File: src/rtl/sub_bytes_seq.sv
// Sequential AES SubBytes: LANES sbox lanes walk a 128-bit state in 16/LANES cycles.
// Ports: clk, rst, in_valid/in_ready/state_in, out_valid/out_ready/state_out, busy.

module sbox #(
  parameter int ROM_WIDTH = 20
) (
  input  logic [7:0] a,
  output logic [7:0] y
);

  if (ROM_WIDTH < 1) begin : g_bad_rom
    $error("sbox: ROM_WIDTH must be positive");
  end

  function automatic logic [7:0] gmul(input logic [7:0] x,
                                      input logic [7:0] z);
    logic [7:0] p;
    logic [7:0] t;
    p = '0;
    t = x;
    for (int i = 0; i < 8; i++) begin
      if (z[i]) p = p ^ t;
      t = {t[6:0], 1'b0} ^ (t[7] ? 8'h1b : 8'h00);
    end
    return p;
  endfunction

  // x^254 is the field inverse (and maps 0 to 0)
  function automatic logic [7:0] ginv(input logic [7:0] x);
    logic [7:0] p;
    p = x;
    for (int i = 0; i < 6; i++) p = gmul(gmul(p, p), x);
    return gmul(p, p);
  endfunction

  logic [7:0] b;

  always_comb begin
    b = ginv(a);
    y = b ^ {b[6:0], b[7]} ^ {b[5:0], b[7:6]}
          ^ {b[4:0], b[7:5]} ^ {b[3:0], b[7:4]} ^ 8'h63;
  end

endmodule

module sub_bytes_seq #(
  parameter int LANES     = 4,
  parameter int ROM_WIDTH = 20
) (
  input  logic         clk,
  input  logic         rst,
  input  logic         in_valid,
  output logic         in_ready,
  input  logic [127:0] state_in,
  output logic         out_valid,
  input  logic         out_ready,
  output logic [127:0] state_out,
  output logic         busy
);

  localparam int N  = 16 / LANES;
  localparam int CW = (N > 1) ? $clog2(N) : 1;

  localparam logic [1:0] IDLE = 2'd0;
  localparam logic [1:0] RUN  = 2'd1;
  localparam logic [1:0] DONE = 2'd2;

  if (!(LANES == 1 || LANES == 2 || LANES == 4 ||
        LANES == 8 || LANES == 16)) begin : g_bad_lanes
    $error("sub_bytes_seq: LANES must be 1, 2, 4, 8 or 16");
  end

  logic [1:0]    st;
  logic [CW-1:0] cnt;
  logic [7:0]    src [16];
  logic [7:0]    res [16];
  logic [3:0]    base;
  logic          last;
  logic [7:0]    lin  [LANES];
  logic [7:0]    lout [LANES];

  // first byte handled this cycle; wraps harmlessly for LANES=16 (cnt=0)
  assign base = 4'(cnt) * 4'(LANES);
  assign last = (cnt == CW'(N - 1));

  for (genvar k = 0; k < LANES; k++) begin : g_lane
    assign lin[k] = src[base + 4'(k)];
    sbox #(.ROM_WIDTH(ROM_WIDTH)) u_sbox (
      .a(lin[k]),
      .y(lout[k])
    );
  end

  always_ff @(posedge clk) begin
    if (rst) begin
      st  <= IDLE;
      cnt <= '0;
      for (int i = 0; i < 16; i++) begin
        src[i] <= '0;
        res[i] <= '0;
      end
    end else begin
      unique case (st)
        IDLE: begin
          if (in_valid) begin
            for (int i = 0; i < 16; i++)
              src[i] <= state_in[127-8*i -: 8];
            cnt <= '0;
            st  <= RUN;
          end
        end
        RUN: begin
          for (int k = 0; k < LANES; k++)
            res[base + 4'(k)] <= lout[k];
          if (last) begin
            cnt <= '0;
            st  <= DONE;
          end else begin
            cnt <= cnt + 1'b1;
          end
        end
        DONE: begin
          if (out_ready) st <= IDLE;
        end
        default: st <= IDLE;
      endcase
    end
  end

  for (genvar i = 0; i < 16; i++) begin : g_out
    assign state_out[127-8*i -: 8] = res[i];
  end

  assign in_ready  = (st == IDLE) && !rst;
  assign out_valid = (st == DONE);
  assign busy      = (st != IDLE);

endmodule

File: config.mk
export PLATFORM = sky130hd
export DESIGN_NAME = sub_bytes_seq
export DESIGN_NICKNAME = d
export VERILOG_FILES = /design/src/rtl/sub_bytes_seq.sv
export SDC_FILE = /design/constraint.sdc
export NUM_CORES = 2
export LEC_CHECK = 0
export CAP_MARGIN = 5
export CORE_MARGIN = 2
export CORE_UTILIZATION = 63
export CTS_CLUSTER_SIZE = 16
export DETAILED_ROUTE_END_ITERATION = 8
export PLACE_DENSITY = 0.94
export SLEW_MARGIN = 25
export SYNTH_ARGS = -nofsm -noshare
export SYNTH_HDL_FRONTEND = slang
export SYNTH_SLANG_ARGS = --single-unit
File: constraint.sdc
create_clock -name clk -period 29.1 [get_ports clk]
set_clock_uncertainty 0.05 [all_clocks]
set_input_delay 5.82 -clock clk [delete_from_list [all_inputs] [get_ports clk]]
set_output_delay 5.82 -clock clk [all_outputs]
set_load 0.05 [all_outputs]
==> flow_summary_export.csv <==
group,metric,value,unit
place,port_buffers,262,
worst_setup_path,reg2reg_to,"res[6][7]",
worst_setup_path,crit_required,29.43,ns
floorplanning,die_width,327.8,um
cts,clk_pin_slew,0.07,ns
timing,maxSlewHeadroom,26.80,%
cts,cts_tree,"done",
timing,worst_pin_slew,1.094,ns
route,vias_per_cell,6.685,
cts,clk_path_buf_depth,3,
route,dr.pass1.iters,9,
worst_setup_path,crit_path_max_incr_delay,0.78,ns
timing,setup_viol,0,
global_route,grt.total_usage,35.71,%
floorplanning,fp-row-count,118,
worst_setup_path,cp_common_cell,"xnor3_1",
synth,ys_async_sr_fraction,0,%
worst_setup_path,r2r_slack,1.17,ns
place,gp_congestion,1.011,
floorplanning,die_h,327.8,um
final_layout,final_cell_area,70130,sq um
route,drcViolationCount,0,
min_path,worstHoldEndpoint,"st[0]",
timing,post-route-period-util,95.99,%
worst_setup_path,worst_setup_path_end_kind,"flip-flop",
synth,synth_nets,7891,
timing,setup_slack,1.168,ns
global_route,grt_pass1_wl,314.1,mm
route,num_vias,60300,
status,status,"finished, final reports clean",
synth,yosysWarnings,0,
route,wirelength,203.0,mm
floorplanning,start_util,63.66,%
synth,synth_cell_type_count,134,
final_layout,drive_above_1_share,8.089,%
cts,htreeDepth,1,
cts,root_buffer,"clkbuf_16",
synth,synth_cells,7727,
final_layout,area_delta_synth_final,6.151,%
floorplanning,dieArea,107500,sq um
final_layout,num_antenna_cells,0,
synth,synth.most_common_cell,"xnor2_1",
route,wl_per_cell,22.51,um
place,place_ws,0.9263,ns
run,drv_cap,0,
timing,drv_slew,0,
timing,period_minus_slack,27.93,ns
synth,synth.area.top_cells,"xnor2_1, xnor3_1, edfxtp_1",
synth,synth_commonest_cells,"xnor2_1, nor2_1, nand2_1",
cts,clock_latency,0.67,ns
global_route,grt_pass1_vias,58290,
worst_setup_path,critPathArrivalTime,28.26,ns
route,ant_nets,0,
place,placed_area,68890,sq um
worst_setup_path,cp_slowest_cell,"xnor3_1",
global_route,grt_max_degree,82,
synth,synth_edf_count,256,
synth,synth_top_area_share,17.52,%
synth,ys_ff_latch,262,
timing,fmax,0.03580,GHz
min_path,min-delay-start,"st[1]",
timing,whs,0.4429,ns
final_layout,nets,7780,
worst_setup_path,worstSetupStartpointType,"flip-flop",
timing,hold_viol_final,0,
worst_setup_path,worstRegToRegCells,78,
global_route,antenna_found_initial,1,
synth,ys_seq_area_share,11.82,%
floorplanning,pin_count,263,
synth,synth_area_leader_cell,"xnor2_1",
synth,avgSynthCellArea,8.550,sq um
floorplanning,core,103800,sq um
cts,numCtsBuffers,31,
min_path,hp-class,"reg2reg",
synth,syn_area,66070,sq um
min_path,whs_path_depth,1,
worst_setup_path,r2r-start,"cnt[1]",
place,hpwl,138.7,mm
worst_setup_path,crit_type,"reg2reg",
route,drt-initial-drc-count,8790,
cts,cts.sinks,262,
synth,yosys_most_used_dff,"edfxtp_1",
worst_setup_path,critPathMaxFanout,44,
global_route,gr-total-overflow,0,
cell usage in the layout (no fill, tap or decap), drive strengths merged, types with 106 or more instances in the layout:
cell type      netlist  final
xnor2             1441   1441
nor2               976    976
nand2              867    867
xor2               521    521
xnor3              430    430
a21oi              297    297
mux2i              292    292
o21ai              270    270
clkdlybuf4s50        0    260
edfxtp             256    256
buf                286    144
nor3               143    143
nand3              135    135
and3               119    119
o22ai              107    107
nor2b              106    106
logic make-up (layout without fill, tap and decap cells):
group                      count (synthesis)  after routing  synth area share [%]
muxes                                    386            386                 6.452
buffers and inverters                    644            557                 4.608
adders and majority gates                 32             32                0.6060
AOI/OAI and AO/OA                       1259           1259                 12.90
and+or+nand+nor                         2679           2679                 18.31
DFF                                      262            262                 11.82
xor gates and xnor gates                2465           2465                 45.30
worst max-delay path by stage:
stage	cells after the start	endpoint	from	slack (ns)
2_1_floorplan	99	res[0][0]	flip-flop	4.84
3_3_place_gp	77	res[14][5]	cnt[0]	1.44
3_5_place_dp	77	res[14][5]	cnt[0]	0.93
4_1_cts	77	res[14][5]	cnt[0]	0.80
5_1_grt	81	res[9][1]	cnt[1]	-0.03
6_report	78	res[6][7]	cnt[1]	1.17
per-stage QoR:
stage               utilization, %  setup TNS (ns)  cells
floorplan                        -               0   7727
global placement             66.36               0   8960
detailed placement           66.38               0   8960
CTS                          67.33               0   9017
global route                 67.57        -0.05318   9020
finish                       67.57               0   9020
sequential cells by signal, summed over array words and instances (netlist names), named ones only:
register	cells
src	128
res	128
cnt	2
st	2
repair_timing:
action                                  in CTS  in global routing
hold buffers                                 0                  0
buffers inserted                             0                  2
endpoints found under the setup margin       0                 96
resized for setup                            0                 19
metal layers:
| metal | vias to the layer above | global-route usage, % | wire, um |
|---|---|---|---|
| met4 | 0 | 18.58 | 11780 |
| li1 | 26530 | - | - |
| met5 | - | 0 | 0 |
| met2 | 4594 | 56.30 | 89890 |
| met3 | 1008 | 7.941 | 27770 |
| met1 | 28170 | 45.94 | 73580 |
cell type report:
| cell class | instances | area, sq um |
|---|---|---|
| clock buffers | 36 | 794.5 |
| flip-flops and latches | 262 | 7815 |
| fillers | 7521 | 33660 |
| well taps | 1380 | 1727 |
| inverters | 95 | 362.8 |
| multi-input cells | 6821 | 55530 |
| clock inverters | 21 | 197.7 |
| repair buffers | 405 | 3711 |
worst max-delay path, delay by kind of cell, from the launching register on:
| kind | cells | cell delay (ns) |
|---|---|---|
| xor gates and xnor gates | 43 | 17.80 |
| DFF | 1 | 0.77 |
| adders and majority gates | 6 | 2.63 |
| and+or+nand+nor | 13 | 2.13 |
| AOI/OAI and AO/OA | 6 | 1.03 |
| muxes | 4 | 1.42 |
| buffers and inverters | 6 | 1.70 |
Power is not shown: default switching activity piles up to over one toggle a cycle in this logic, so the estimate is an artifact.
